<file path="src/rtl/pwm_capture.sv">
// PWM high-time / period capture: synchronizes an asynchronous PWM input,
// measures rise-to-fall and rise-to-rise spacing in clk cycles, flags stalls.
module pwm_capture #(
    parameter int unsigned CNT_W       = 16,
    parameter int unsigned SYNC_STAGES = 2
) (
    input  logic             clk,
    input  logic             rst,
    input  logic             pwm_in,
    output logic [CNT_W-1:0] high_cycles,
    output logic [CNT_W-1:0] period_cycles,
    output logic             meas_valid,
    output logic             timeout,
    output logic             level
);

    localparam int unsigned     FILL_W    = 3;
    localparam logic [FILL_W-1:0] FILL_DONE = FILL_W'(SYNC_STAGES + 1);
    localparam logic [CNT_W-1:0]  CNT_MAX   = {CNT_W{1'b1}};
    localparam logic [CNT_W-1:0]  CNT_ONE   = CNT_W'(1);

    typedef enum logic [1:0] {
        IDLE = 2'd0,
        HIGH = 2'd1,
        LOW  = 2'd2
    } state_t;

    logic [SYNC_STAGES-1:0] sync_q, sync_d;
    logic                   prev_q, prev_d;
    logic [FILL_W-1:0]      fill_q, fill_d;
    state_t                 state_q, state_d;
    logic [CNT_W-1:0]       per_cnt_q, per_cnt_d;
    logic [CNT_W-1:0]       high_cnt_q, high_cnt_d;
    logic [CNT_W-1:0]       hold_q, hold_d;
    logic [CNT_W-1:0]       idle_cnt_q, idle_cnt_d;
    logic [CNT_W-1:0]       idle_inc;
    logic [CNT_W-1:0]       high_cycles_q, high_cycles_d;
    logic [CNT_W-1:0]       period_cycles_q, period_cycles_d;
    logic                   meas_valid_q, meas_valid_d;
    logic                   timeout_q, timeout_d;
    logic                   sync_level;
    logic                   edge_en;
    logic                   rise;
    logic                   fall;

    function automatic logic [CNT_W-1:0] sat_inc(input logic [CNT_W-1:0] v);
        return (v == CNT_MAX) ? v : v + CNT_ONE;
    endfunction

    // Synchronizer and edge detect; edges are masked until both the chain and
    // the edge register hold real samples, so a line already high at reset
    // release is not mistaken for a rise.
    always_comb begin
        sync_level = sync_q[SYNC_STAGES-1];
        sync_d     = {sync_q[SYNC_STAGES-2:0], pwm_in};
        prev_d     = sync_level;
        fill_d     = (fill_q == FILL_DONE) ? fill_q : fill_q + FILL_W'(1);
        edge_en    = (fill_q == FILL_DONE);
        rise       = edge_en & sync_level & ~prev_q;
        fall       = edge_en & ~sync_level & prev_q;
    end

    // Measurement FSM; a rise always wins over a saturating counter.
    always_comb begin
        state_d         = state_q;
        per_cnt_d       = per_cnt_q;
        high_cnt_d      = high_cnt_q;
        hold_d          = hold_q;
        idle_cnt_d      = idle_cnt_q;
        high_cycles_d   = high_cycles_q;
        period_cycles_d = period_cycles_q;
        meas_valid_d    = 1'b0;
        timeout_d       = 1'b0;
        idle_inc        = idle_cnt_q + CNT_ONE;

        case (state_q)
            IDLE: begin
                if (rise) begin
                    state_d    = HIGH;
                    per_cnt_d  = CNT_ONE;
                    high_cnt_d = CNT_ONE;
                    idle_cnt_d = '0;
                end else if (idle_inc == CNT_MAX) begin
                    timeout_d  = 1'b1;
                    idle_cnt_d = '0;
                end else begin
                    idle_cnt_d = idle_inc;
                end
            end
            HIGH: begin
                if (rise) begin
                    period_cycles_d = per_cnt_q;
                    high_cycles_d   = high_cnt_q;
                    hold_d          = high_cnt_q;
                    meas_valid_d    = 1'b1;
                    per_cnt_d       = CNT_ONE;
                    high_cnt_d      = CNT_ONE;
                end else if (per_cnt_q == CNT_MAX) begin
                    timeout_d  = 1'b1;
                    state_d    = IDLE;
                    idle_cnt_d = '0;
                end else begin
                    per_cnt_d  = sat_inc(per_cnt_q);
                    high_cnt_d = sat_inc(high_cnt_q);
                    if (fall) begin
                        state_d = LOW;
                        hold_d  = high_cnt_q;
                    end
                end
            end
            LOW: begin
                if (rise) begin
                    state_d         = HIGH;
                    period_cycles_d = per_cnt_q;
                    high_cycles_d   = hold_q;
                    meas_valid_d    = 1'b1;
                    per_cnt_d       = CNT_ONE;
                    high_cnt_d      = CNT_ONE;
                end else if (per_cnt_q == CNT_MAX) begin
                    timeout_d  = 1'b1;
                    state_d    = IDLE;
                    idle_cnt_d = '0;
                end else begin
                    per_cnt_d = sat_inc(per_cnt_q);
                end
            end
            default: begin
                state_d = IDLE;
            end
        endcase
    end

    always_ff @(posedge clk) begin
        if (rst) begin
            sync_q          <= '0;
            prev_q          <= 1'b0;
            fill_q          <= '0;
            state_q         <= IDLE;
            per_cnt_q       <= '0;
            high_cnt_q      <= '0;
            hold_q          <= '0;
            idle_cnt_q      <= '0;
            high_cycles_q   <= '0;
            period_cycles_q <= '0;
            meas_valid_q    <= 1'b0;
            timeout_q       <= 1'b0;
        end else begin
            sync_q          <= sync_d;
            prev_q          <= prev_d;
            fill_q          <= fill_d;
            state_q         <= state_d;
            per_cnt_q       <= per_cnt_d;
            high_cnt_q      <= high_cnt_d;
            hold_q          <= hold_d;
            idle_cnt_q      <= idle_cnt_d;
            high_cycles_q   <= high_cycles_d;
            period_cycles_q <= period_cycles_d;
            meas_valid_q    <= meas_valid_d;
            timeout_q       <= timeout_d;
        end
    end

    assign high_cycles   = high_cycles_q;
    assign period_cycles = period_cycles_q;
    assign meas_valid    = meas_valid_q;
    assign timeout       = timeout_q;
    assign level         = sync_level;

endmodule

</file>
<file path="config.mk">
export PLATFORM = sky130hd
export DESIGN_NAME = pwm_capture
export DESIGN_NICKNAME = d
export VERILOG_FILES = /design/src/rtl/pwm_capture.sv
export SDC_FILE = /design/constraint.sdc
export NUM_CORES = 1
export LEC_CHECK = 0
export ABC_AREA = 1
export ABC_CLOCK_PERIOD_IN_PS = 2600
export BUFFER_PORTS_ARGS = -buffer_cell sky130_fd_sc_hd__buf_2
export CAP_MARGIN = 20
export CELL_PAD_IN_SITES_DETAIL_PLACEMENT = 1
export CELL_PAD_IN_SITES_GLOBAL_PLACEMENT = 1
export CORE_MARGIN = 2
export CORE_UTILIZATION = 35
export CTS_CLUSTER_DIAMETER = 200
export DETAILED_ROUTE_END_ITERATION = 8
export PLACE_DENSITY_LB_ADDON = 0.25
export SYNTH_ARGS = -nofsm -noshare
export SYNTH_HDL_FRONTEND = slang
export SYNTH_SLANG_ARGS = --single-unit
</file>
<file path="constraint.sdc">
create_clock -name clk -period 2.6 [get_ports clk]
set_input_delay 0.52 -clock clk [delete_from_list [all_inputs] [get_ports clk]]
set_output_delay 0.52 -clock clk [all_outputs]
set_load 0.01 [all_outputs]
</file>
==> Word level (Yosys, flattened, before mapping) <==
Cells that the tools add are included.
{ "totals": {"register_bits": 106, "latch_bits": 0, "ram_bits": 0, "romBits": 0, "input_bits": 3, "out_inout_bits": 35, "mem_count": 0} }
{ "classes": {"add_sub_neg": 4, "n_mul": 0, "div_mod_pow": 0, "magnitude_cmp": 0, "n_eq_ne": 19, "shifts": 0, "n_mux": 32, "bitwise_logic": 7, "reduce_logical": 15} }
{ "op_table": {"columns": ["operator", "n"], "rows": [
  ["16-bit two-way mux", 15],
  ["16-bit case mux with 2 select lines", 4],
  ["16-bit by 1-bit adder with 16-bit output, second input constant", 3],
  ["16-bit == test, second input constant", 3],
  ["3-bit inequality test, second input constant", 5],
  ["2-bit two-way mux", 6],
  ["2-bit inequality test, second input constant", 6],
  ["3-bit AND reduction", 4],
  ["4-bit AND reduction", 2],
  ["2-bit nonzero test", 4],
  ["2-bit case mux with 3 select lines", 1],
  ["2-bit OR reduction", 3],
  ["1-bit two-way mux", 5],
  ["1-bit bitwise AND", 4],
  ["2-bit by 1-bit inequality test with 1-bit output, second input constant", 2],
  ["3-bit by 1-bit adder with 3-bit output, second input constant", 1],
  ["3-bit by 2-bit == test with 1-bit output, second input constant", 1],
  ["1-bit inverter", 3],
  ["2-bit by 1-bit == test with 1-bit output, second input constant", 1],
  ["2-bit == test, second input constant", 1],
  ["2-bit zero test", 1],
  ["1-bit case mux with 2 select lines", 1],
  ["2-bit AND reduction", 1]
]} }

==> Depth between registers and ports, before layout <==
Gate-level depths: netlist of the first run.
{ "logic_depth": {"word_depth": 7, "mapped_depth": 14, "mapped_depth_nobuf": 13} }

==> Least setup slack after synthesis of the first run <==
OpenSTA, ideal clock, no wires.
{ "synth_path": {"path_kind": "flip-flop to flip-flop", "startpoint": "reg fill_q[0]", "endpoint": "reg per_cnt_q[2]", "setup_time_ns": 0.116, "t_arrival_ns": 1.815, "required_ns": 2.484, "path_slack_ns": 0.669, "stages_incl_launch_ff": 12, "n_path_buf": 1, "synth_period_minus_slack_ns": 1.931, "path_cell_list": "dfxtp_1 -> ha_1 -> ha_1 -> nand2_2 -> nor2_8 -> nor2_2 -> nand3_2 -> nand2_2 -> inv_2 -> buf_2 -> o21ai_0 -> nor2_1"} }
{ "synth_between": {"elab_chain_len": 5, "word_cells_on_any_way": 8, "cone_classes": "eq/ne: 3; mux: 2; bitwise: 2; reduce/logical: 1"} }
{ "synth_lines": {"columns": ["item", "line", "text"], "rows": [
  ["from (decl)", "30", "logic [FILL_W-1:0] fill_q, fill_d;"],
  ["from (signal assigned)", "150", "fill_q <= fill_d;"],
  ["3-bit by 2-bit == test with 1-bit output *", "58", "edge_en = (fill_q == FILL_DONE);"],
  ["1-bit bitwise AND * (2 in a row)", "59", "rise = edge_en & sync_level & ~prev_q;"],
  ["3-bit inequality test (no line) (tied with other cells)", null, null],
  ["3-bit AND reduction (no line) or 16-bit case mux with 2 select lines (tied branches)", null, null],
  ["to (signal assigned)", "152", "per_cnt_q <= per_cnt_d;"],
  ["to (decl)", "32", "logic [CNT_W-1:0] per_cnt_q, per_cnt_d;"]
]} }
Every way passes the cells marked *; elsewhere a longest branch is shown, timed or not.
A chain may end at the register's enable or synchronous reset.

==> Worst setup path after layout of the first run <==
{ "layout_path": {"startpoint": "reg fill_q[0]", "endpoint": "reg high_cnt_q[14]"} }
{ "layout_between": {"elab_chain_len": 5, "word_cells_on_any_way": 9, "cone_classes": "eq/ne: 4; mux: 2; bitwise: 2; reduce/logical: 1"} }
{ "layout_lines": {"columns": ["item", "line", "text"], "rows": [
  ["3-bit by 2-bit == test with 1-bit output *", "58", null],
  ["1-bit bitwise AND * (2 in a row)", "59", null],
  ["3-bit inequality test (no line) (tied with other cells)", null, null],
  ["4-bit AND reduction (no line) or 16-bit case mux with 2 select lines (tied branches)", null, null],
  ["to (signal assigned)", "153", "high_cnt_q <= high_cnt_d;"],
  ["to (decl)", "33", "logic [CNT_W-1:0] high_cnt_q, high_cnt_d;"]
]} }
Marked as above.

==> flow_metrics.py, run 1 <==
metrics = {
    "grt": {
        "grt_pass1_wl_um": 25700,
        "gr-total-overflow": 0,
        "grt_usage": 0.194,
        "grt_pass1_vias": 5353,
        "antenna_found_initial": 0,
        "grt_max_degree": 35,
    },
    "route": {
        "vias_per_cell": 5.13,
        "vias": 5127,
        "ant_nets": 0,
        "drt-initial-drc-count": 205,
        "drc": 0,
        "wl_um": 14900,
        "first_pass_iters": 4,
        "wire_per_inst_um": 14.9,
    },
    "pwr": {
        "power_leakage_nw": 2.33,
        "ir_drop_mv": 0.422,
        "power_density_nw_per_um2": 649,
    },
    "logic_synthesis": {
        "yosysSeqAreaShare": 0.394,
        "synth_fp_nets": 788,
        "syn-instance-count": 775,
        "syn_area_um2": 5390,
        "yosysWarnings": 0,
        "synth-seq-cells": 106,
        "synth_cell_type_count": 37,
        "postSynthAreaPerCell_um2": 6.96,
    },
    "clock_tree": {
        "hold_buffers": 0,
        "htreeDepth": 3,
        "ctsRootBufferMaster": "clkbuf_16",
        "cts_resized": 0,
        "cts_buffer_depth": 2,
        "clk_pin_slew_ns": 0.07,
        "cts_sinks": 106,
        "postCtsSetupBuffers": 0,
        "insertion_delay_ns": 0.36,
        "numCtsBuffers": 9,
        "cts_tree": "yes",
    },
    "finish": {
        "multi_input_area_um2": 2860,
        "final_cell_area_um2": 6050,
        "fin_nets": 819,
        "n_antenna_cell": 0,
        "regArea_um2": 2120,
        "fill_cells": 1927,
        "drive_gt1_frac": 0.165,
        "area_delta_synth_final_pct": 12.2,
        "mostFrequentLayoutCells": "nand2_1 (166), nor2_1 (106), dfxtp_1 (106)",
        "mostFrequentLayoutCell": "nand2_1",
    },
    "timing": {
        "skew_ns": 0.00527,
        "rsz0062_at_grt": "no",
        "tns_ns": 0,
        "max_freq_mhz": 425,
        "maxSlewHeadroom": 0.616,
        "drv_slew": 0,
        "hold_viol": 0,
        "fin_crit_sh": 0.906,
        "worst_pin_slew_ns": 0.575,
        "min_period_ns": 2.36,
        "setup-violations-final": 0,
    },
    "die": {
        "coreArea_um2": 15100,
        "dieArea_um2": 16400,
        "die_x_um": 128,
        "die_h_um": 128,
        "start_util": 0.356,
        "ioPinCount": 38,
        "core.rowCount": 45,
    },
    "placement": {
        "place_hpwl_um": 10700,
        "post_dp_cell_area_um2": 5780,
        "place_congestion": 0.835,
        "numPortBuffers": 37,
    },
    "setup_path": {
        "cp.required_ns": 2.85,
        "cp-end-kind": "register",
        "crit_path_start_kind": "register",
        "cp_max_fo": 14,
        "critPathArrivalTime_ns": 2.61,
        "r2r_cells": 13,
        "worstSetupPathType": "reg -> reg",
    },
    "hold_path": {
        "min_path_cells": 3,
        "hp-class": "in -> reg",
    },
    "flow_run": {
        "drv_cap": 0,
    },
    "outcome": {
        "outcome": "finished, final reports clean",
    },
}
-- worst max-delay path, stage by stage, from the launching register on --
cell and delay [ns]:
dfxtp_1 0.36, ha_1 0.17, ha_1 0.27, nand2_2 0.13, nor2_8 0.19, inv_2 0.13
nor2_1 0.13, a21oi_1 0.06, clkinv_1 0.06, nand3_2 0.24, inv_1 0.29, nand2_1 0.10
nand2_1 0.08, nor2_1 0.04
-- per-layer routing --
layer | vias up | share of wire | global-route usage
met4 | 0 | 0.023 | 0.0834
met5 | - | 0 | 0
met2 | 48 | 0.50 | 0.343
li1 | 2582 | - | -
met3 | 19 | 0.020 | 0.0246
met1 | 2478 | 0.46 | 0.238
-- synthesized netlist by cell type, drive strengths merged --
master / number / area share
a21oi: 68 / 0.071
a22oi: 1 / 0.0014
a31oi: 18 / 0.021
and3: 3 / 0.0035
buf: 9 / 0.011
clkbuf: 19 / 0.013
clkinv: 1 / 0.00070
dfxtp: 106 / 0.39
ha: 10 / 0.023
inv: 74 / 0.052
nand2: 191 / 0.14
nand3: 40 / 0.045
nand3b: 3 / 0.0042
nand4: 10 / 0.012
nor2: 125 / 0.11
nor3: 8 / 0.0084
nor3b: 1 / 0.0014
nor4: 2 / 0.0023
o21a: 1 / 0.0014
o21ai: 75 / 0.070
o21bai: 5 / 0.0084
xnor2: 2 / 0.0032
xor2: 3 / 0.0049
-- final timing paths --
path	start	slack, ns	end
min	pwm_in	0.39	sync_q[0]$_SDFF_PP0_
max reg2reg	fill_q[0]$_SDFFE_PP0P_	0.24	high_cnt_q[14]$_SDFFE_PP0P_
min reg2reg	sync_q[0]$_SDFF_PP0_	0.41	sync_q[1]$_SDFF_PP0_
max	fill_q[0]$_SDFFE_PP0P_	0.24	high_cnt_q[14]$_SDFFE_PP0P_
-- final cells by class --
| class | instances | share of cell area |
|---|---|---|
| clock inverters | 4 | 0.00455 |
| multi-input cells | 566 | 0.472 |
| flip-flops and latches | 106 | 0.351 |
| well taps | 188 | 0.0389 |
| repair buffers | 48 | 0.0463 |
| clock buffers | 12 | 0.0407 |
| inverters | 75 | 0.0465 |
-- through the flow --
| stage | instances | setup slack (ns) | power, mW | hold slack [ns] | util |
|---|---|---|---|---|---|
| 2_1_floorplan | 775 | 0.669 | 2.39 | 0.388 | - |
| 3_3_place_gp | 983 | 0.411 | 2.62 | 0.412 | 0.381 |
| 3_5_place_dp | 983 | 0.295 | 2.66 | 0.407 | 0.381 |
| 4_1_cts | 999 | 0.264 | 3.98 | 0.382 | 0.400 |
| 5_1_grt | 999 | 0.0463 | 4.15 | 0.400 | 0.400 |
| 6_report | 999 | 0.245 | 3.93 | 0.386 | 0.400 |
-- state kept, by name, summed over array words and instances, names as in the netlist --
register and count:
fill_q 3, state_q 2, period_cycles 16, prev_q 1, idle_cnt_q 16, timeout 1
high_cycles 16, sync_q 2, hold_q 16, per_cnt_q 16, meas_valid 1, high_cnt_q 16
-- logic make-up after synthesis --
family,synth area share
simple gates,0.326
fa+ha+maj,0.0232
flops,0.394
compound gates,0.172
xor+xnor,0.00812
buf+inv,0.0763
-- where the power goes --
group	switching, mW	leakage (nW)	total [mW]	internal [mW]
combinational	0.607	1.35	0.846	0.239
sequential	0.0794	0.856	1.78	1.70
clock	0.631	0.125	1.31	0.676
total	1.32	2.33	3.93	2.61
Note: power is estimated with default switching activity, not from simulation.
==> run 2, diff against run 1 <==
--- a/config.mk
+++ b/config.mk
@@ -5,7 +5,6 @@
 export SDC_FILE = /design/constraint.sdc
 export NUM_CORES = 1
 export LEC_CHECK = 0
-export ABC_AREA = 1
 export ABC_CLOCK_PERIOD_IN_PS = 2600
 export BUFFER_PORTS_ARGS = -buffer_cell sky130_fd_sc_hd__buf_2
 export CAP_MARGIN = 20
==> flow_metrics.py, run 2 <==
metrics = {
    "outcome": {
        "outcome": "finished, final reports clean",
    },
    "route": {
        "ant_nets": 0,
        "wl_um": 13000,
        "vias": 4506,
        "first_pass_iters": 6,
        "wire_per_inst_um": 15.5,
        "drc": 0,
        "vias_per_cell": 5.38,
        "drt-initial-drc-count": 266,
    },
    "logic_synthesis": {
        "synth_cell_type_count": 56,
        "async_reset_ff_frac": 0,
        "yosysSeqAreaShare": 0.424,
        "synth-seq-cells": 106,
        "synth_common_cells": "dfxtp_1 (106), nor2_1 (83), nand2_1 (78)",
        "syn-instance-count": 601,
        "yosysTopAreaCell": "dfxtp_1",
        "syn_area_um2": 5010,
        "synth_edf_count": 0,
        "synth_top_area_share": 0.424,
        "synth-adder-area-share": 0.0250,
        "synth-simple-area-share": 0.259,
        "synth_area_leaders": "dfxtp_1 (42%), mux2i_1 (7.0%), nor2_1 (6.2%), nand2_1 (5.8%), a21oi_1 (3.8%)",
        "synth_compound_area_frac": 0.171,
        "synth_xor_area_frac": 0.0192,
        "synth_top_family_by_area": "simple AND/OR/NAND/NOR gates",
        "synth_fp_nets": 614,
        "synthMuxAreaShare": 0.0699,
        "synth_most_common_cell": "dfxtp_1",
        "yosysWarnings": 0,
        "synth_flop_cell": "dfxtp_1",
        "postSynthAreaPerCell_um2": 8.34,
    },
    "clock_tree": {
        "cts_tree": "yes",
        "clk_pin_slew_ns": 0.07,
        "postCtsSetupBuffers": 0,
        "ctsRootBufferMaster": "clkbuf_16",
        "cts_sinks": 106,
        "hold_buffers": 0,
        "insertion_delay_ns": 0.36,
        "cts_buffer_depth": 2,
        "htreeDepth": 3,
        "cts_resized": 0,
        "numCtsBuffers": 9,
    },
    "pwr": {
        "swShare": 0.265,
        "power_frac_comb": 0.118,
        "power_leakage_nw": 2.29,
        "pwr-share-clk": 0.415,
        "seq_power_share": 0.468,
        "power_density_nw_per_um2": 623,
        "internal-power_mw": 2.69,
        "ir_drop_mv": 0.357,
        "switching_power_mw": 0.970,
        "p_total_mw": 3.66,
    },
    "setup_path": {
        "crit_path_start_kind": "register",
        "cp.required_ns": 2.84,
        "worst_path_max_delay_cell": "nor4_1",
        "critPathArrivalTime_ns": 2.73,
        "crit_buf_inv": 1,
        "slowest_delay_ns": 0.47,
        "path_cells": "nand3_1 -> nor4_1 -> a21boi_1 -> a31oi_1 -> o41ai_4 -> buf_4 -> nor3_1 -> a211o_1",
        "cp_max_fo": 15,
        "worstSetupPathType": "reg -> reg",
        "crit_family": "compound AO/OA/AOI/OAI gates",
        "cp-end-kind": "register",
    },
    "die": {
        "ioPinCount": 38,
        "die_h_um": 124,
        "start_util": 0.360,
        "coreArea_um2": 13900,
        "die_x_um": 124,
        "dieArea_um2": 15300,
        "core.rowCount": 43,
    },
    "timing": {
        "fin_crit_sh": 0.956,
        "tns_ns": 0,
        "hold_viol": 0,
        "worst_pin_slew_ns": 0.646,
        "skew_ns": 0.0136,
        "drv_slew": 0,
        "maxSlewHeadroom": 0.568,
        "max_freq_mhz": 402,
        "min_period_ns": 2.49,
        "setup-violations-final": 0,
        "hold_ws_ns": 0.373,
    },
    "finish": {
        "n_antenna_cell": 0,
        "area_delta_synth_final_pct": 17.4,
        "fin_nets": 665,
        "final_cell_area_um2": 5880,
        "mostFrequentLayoutCells": "dfxtp_1 (105), nor2_1 (82), nand2_1 (78)",
        "fill_cells": 1673,
        "mostFrequentLayoutCell": "dfxtp_1",
        "drive_gt1_frac": 0.151,
        "stdcell_count": 837,
    },
    "grt": {
        "grt_pass1_wl_um": 22400,
        "grt_usage": 0.183,
        "grt_pass1_vias": 4569,
        "gr-total-overflow": 0,
        "grt_max_degree": 45,
        "antenna_found_initial": 0,
    },
    "placement": {
        "dp_cells": 821,
        "place_hpwl_um": 9380,
        "place_congestion": 0.848,
        "numPortBuffers": 37,
        "post_dp_cell_area_um2": 5540,
    },
    "flow_run": {
        "drv_cap": 0,
    },
    "hold_path": {
        "hp-class": "in -> reg",
    },
}
==> run 2: cell types whose count changed in the layout (fill, tap and decap cells not counted), moves of 11 or more <==
cell / delta
o21ai_0: -38
nand3_1: -15
nor2_1: -24
a21oi_1: -19
a21oi_2: -11
a211oi_1: +19
a31oi_1: -14
mux2i_1: +35
a21o_1: +13
inv_1: -61
nand2_2: -24
nand2_1: -88
buf_4: +23
==> run 2: worst paths after layout <==
check,from,to,slack (ns),depth (start not counted)
min reg2reg,sync_q[0]$_SDFF_PP0_,sync_q[1]$_SDFF_PP0_,0.45,1
max,idle_cnt_q[3]$_SDFFE_PP0P_,idle_cnt_q[10]$_SDFFE_PP0P_,0.11,8
max reg2reg,idle_cnt_q[3]$_SDFFE_PP0P_,idle_cnt_q[10]$_SDFFE_PP0P_,0.11,8
min,pwm_in,sync_q[0]$_SDFF_PP0_,0.37,2
==> run 2: cell type report <==
cell class / count / area (um2) / share of cell area
Clock inverter: 7 / 108 / 0.0183
Multi-Input combinational cell: 459 / 2750 / 0.467
Inverter: 6 / 22.5 / 0.00383
Sequential cell: 106 / 2120 / 0.361
Clock buffer: 9 / 225 / 0.0383
Timing Repair Buffer: 70 / 433 / 0.0736
Tap cell: 180 / 225 / 0.0383
==> run 2: power groups by stage <==
| stage | sequential (mW) | clock (mW) | combinational [mW] |
|---|---|---|---|
| 3_5_place_dp | 1.75 | 0 | 0.429 |
| 3_3_place_gp | 1.74 | 0 | 0.411 |
| 5_1_grt | 1.72 | 1.63 | 0.489 |
| 4_1_cts | 1.71 | 1.57 | 0.432 |
| 6_report | 1.71 | 1.52 | 0.431 |
| 2_1_floorplan | 1.73 | 0 | 0.294 |
==> run 2: kinds of logic after synthesis <==
logic type | Yosys count
flip-flops | 106
AND/OR/NAND/NOR | 269
XOR/XNOR | 11
AO/OA/AOI/OAI | 134
multiplexers | 35
buffers and inverters | 36
adder cells (fa/ha/maj) | 10
==> run 2: layer usage <==
layer	share of wire	vias up	GRT usage	routed length, um
met5	0	-	0	0
met4	0.011	0	0.0455	138
met3	0.030	12	0.0394	387
met2	0.49	50	0.320	6320
met1	0.47	2199	0.229	6130
li1	-	2245	-	-
==> run 2: per-stage QoR <==
stage	utilization	setup WS (ns)
3_5_place_dp	0.397	0.0861
5_1_grt	0.422	-0.0173
3_3_place_gp	0.397	0.148
6_report	0.422	0.115
2_1_floorplan	-	0.197
4_1_cts	0.421	0.0764
==> run 3, diff against run 2 <==
--- a/config.mk
+++ b/config.mk
@@ -5,7 +5,7 @@
 export SDC_FILE = /design/constraint.sdc
 export NUM_CORES = 1
 export LEC_CHECK = 0
-export ABC_CLOCK_PERIOD_IN_PS = 2600
+export ABC_CLOCK_PERIOD_IN_PS = 3100
 export BUFFER_PORTS_ARGS = -buffer_cell sky130_fd_sc_hd__buf_2
 export CAP_MARGIN = 20
 export CELL_PAD_IN_SITES_DETAIL_PLACEMENT = 1
==> constraint.sdc (replaced) <==
create_clock -name clk -period 3.1 [get_ports clk]
set_input_delay 0.62 -clock clk [delete_from_list [all_inputs] [get_ports clk]]
set_output_delay 0.62 -clock clk [all_outputs]
set_load 0.01 [all_outputs]
==> flow_metrics.py, run 3 (synthesis gave the netlist of run 2 again) <==
metrics = {
    "setup_path": {
        "regToRegSetupSlack_ns": 0.34,
        "path_cells": "ha_1 -> nand4_1 -> nor2_1 -> nand4_1 -> xor2_1 -> o41ai_4 -> buf_4 -> nor3_1 -> a211o_1",
        "cp_max_fo": 26,
        "cp.required_ns": 3.35,
        "r2r-start": "idle_cnt_q[0]$_SDFFE_PP0P_",
        "cp_common_cell": "nand4_1",
        "critPathArrivalTime_ns": 3.01,
        "r2r_cells": 9,
        "crit_end": "idle_cnt_q[10]$_SDFFE_PP0P_",
        "cp-end-kind": "register",
        "crit_path_start_kind": "register",
        "crit_family": "simple AND/OR/NAND/NOR gates",
        "critical_path_cell_count": 9,
        "slowest_delay_ns": 0.47,
        "r2r-end": "idle_cnt_q[10]$_SDFFE_PP0P_",
        "worstSetupPathType": "reg -> reg",
        "crit_buf_inv": 1,
        "worst_path_max_delay_cell": "dfxtp_1",
        "cp-startpoint": "idle_cnt_q[0]$_SDFFE_PP0P_",
    },
    "route": {
        "first_pass_iters": 4,
        "vias": 4404,
        "wire_per_inst_um": 15.9,
        "drc": 0,
        "vias_per_cell": 5.42,
        "ant_nets": 0,
        "drt-initial-drc-count": 260,
        "wl_um": 12900,
    },
    "finish": {
        "mostFrequentLayoutCells": "dfxtp_1 (106), nor2_1 (82), nand2_1 (78)",
        "drive_gt1_frac": 0.114,
        "final_cell_area_um2": 5630,
        "mostFrequentLayoutCell": "dfxtp_1",
        "fin_nets": 642,
        "n_antenna_cell": 0,
        "area_delta_synth_final_pct": 12.3,
    },
    "timing": {
        "worst_pin_slew_ns": 0.798,
        "rsz0062_at_grt": "no",
        "skew_ns": 0.00928,
        "hold_viol": 0,
        "drv_slew": 0,
        "fin_crit_sh": 0.891,
        "maxSlewHeadroom": 0.467,
        "setup-violations-final": 0,
        "min_period_ns": 2.76,
        "tns_ns": 0,
        "max_freq_mhz": 362,
    },
    "clock_tree": {
        "ctsRootBufferMaster": "clkbuf_16",
        "cts_sinks": 106,
        "postCtsSetupBuffers": 0,
        "cts_buffer_depth": 2,
        "clk_pin_slew_ns": 0.07,
        "numCtsBuffers": 9,
        "cts_tree": "yes",
        "hold_buffers": 0,
        "htreeDepth": 3,
        "cts_resized": 0,
        "insertion_delay_ns": 0.36,
    },
    "grt": {
        "grt_pass1_vias": 4270,
        "use_met1": 0.241,
        "grt_pass1_wl_um": 21500,
        "grt_max_degree": 61,
        "antenna_found_initial": 0,
        "use_met2": 0.286,
        "use_met3": 0.0288,
        "grt_usage": 0.179,
        "gr-total-overflow": 0,
        "grt.busiest_layer": "met2",
    },
    "hold_path": {
        "hp-class": "reg -> reg",
        "min_path_cells": 2,
    },
    "die": {
        "dieArea_um2": 15300,
        "die_x_um": 124,
        "die_h_um": 124,
        "start_util": 0.360,
        "coreArea_um2": 13900,
        "core.rowCount": 43,
        "ioPinCount": 38,
    },
    "outcome": {
        "outcome": "finished, final reports clean",
    },
    "pwr": {
        "ir_drop_mv": 0.305,
        "power_leakage_nw": 2.14,
        "power_density_nw_per_um2": 505,
    },
    "placement": {
        "place_hpwl_um": 9030,
        "place_congestion": 0.805,
        "post_dp_cell_area_um2": 5360,
        "numPortBuffers": 37,
    },
    "flow_run": {
        "drv_cap": 0,
    },
}
run 3: changes by cell type in the layout (fill, tap and decap cells not counted), sizes merged:
cell / change
buf: -23
bufinv: -2
clkbuf: +2
clkinvlp: +1
inv: -2
run 3: final cells by class:
class	count	area (um2)
Fill cell	1669	8310
Multi-Input combinational cell	459	2740
Sequential cell	106	2120
Timing Repair Buffer	47	260
Clock buffer	11	233
Tap cell	180	225
Clock inverter	4	30.0
Inverter	6	22.5
run 3: worst register-to-register path, stage by stage, from the launching register on:
cell     delay, ns
dfxtp_1       0.47
ha_1          0.44
nand4_1       0.27
nor2_1        0.16
nand4_1       0.19
xor2_1        0.23
o41ai_4       0.21
buf_4         0.33
nor3_1        0.08
a211o_1       0.27
run 3: per-layer routing:
metal / up-vias / wire length [um]
li1: 2200 / -
met1: 2149 / 6330
met2: 38 / 6080
met3: 17 / 279
met4: 0 / 242
met5: - / 0
run 3: how the worst min path moves through the flow:
stage	to	slack, ns	startpoint
detailed placement	period_cycles[1]$_SDFFE_PP0P_	0.45	period_cycles[1]$_SDFFE_PP0P_
CTS	period_cycles[1]$_SDFFE_PP0P_	0.46	period_cycles[1]$_SDFFE_PP0P_
global placement	sync_q[1]$_SDFF_PP0_	0.43	sync_q[0]$_SDFF_PP0_
floorplan	sync_q[1]$_SDFF_PP0_	0.41	sync_q[0]$_SDFF_PP0_
finish	period_cycles[1]$_SDFFE_PP0P_	0.45	period_cycles[1]$_SDFFE_PP0P_
global route	period_cycles[12]$_SDFFE_PP0P_	0.47	period_cycles[12]$_SDFFE_PP0P_
run 3: where the power goes:
group          internal (mW)  switching (mW)  total (mW)
combinational          0.113           0.215       0.329
sequential              1.39          0.0414        1.43
clock                  0.544           0.536        1.08
run 3: through the flow:
step / hold WS, ns / worst slack, ns / cells / power, mW / util
2_1_floorplan: 0.414 / 0.697 / 601 / 1.70 / -
3_3_place_gp: 0.429 / 0.353 / 798 / 1.77 / 0.385
3_5_place_dp: 0.448 / 0.199 / 798 / 1.79 / 0.385
4_1_cts: 0.458 / 0.154 / 813 / 2.88 / 0.404
5_1_grt: 0.467 / 0.117 / 813 / 2.99 / 0.404
6_report: 0.454 / 0.338 / 813 / 2.84 / 0.404
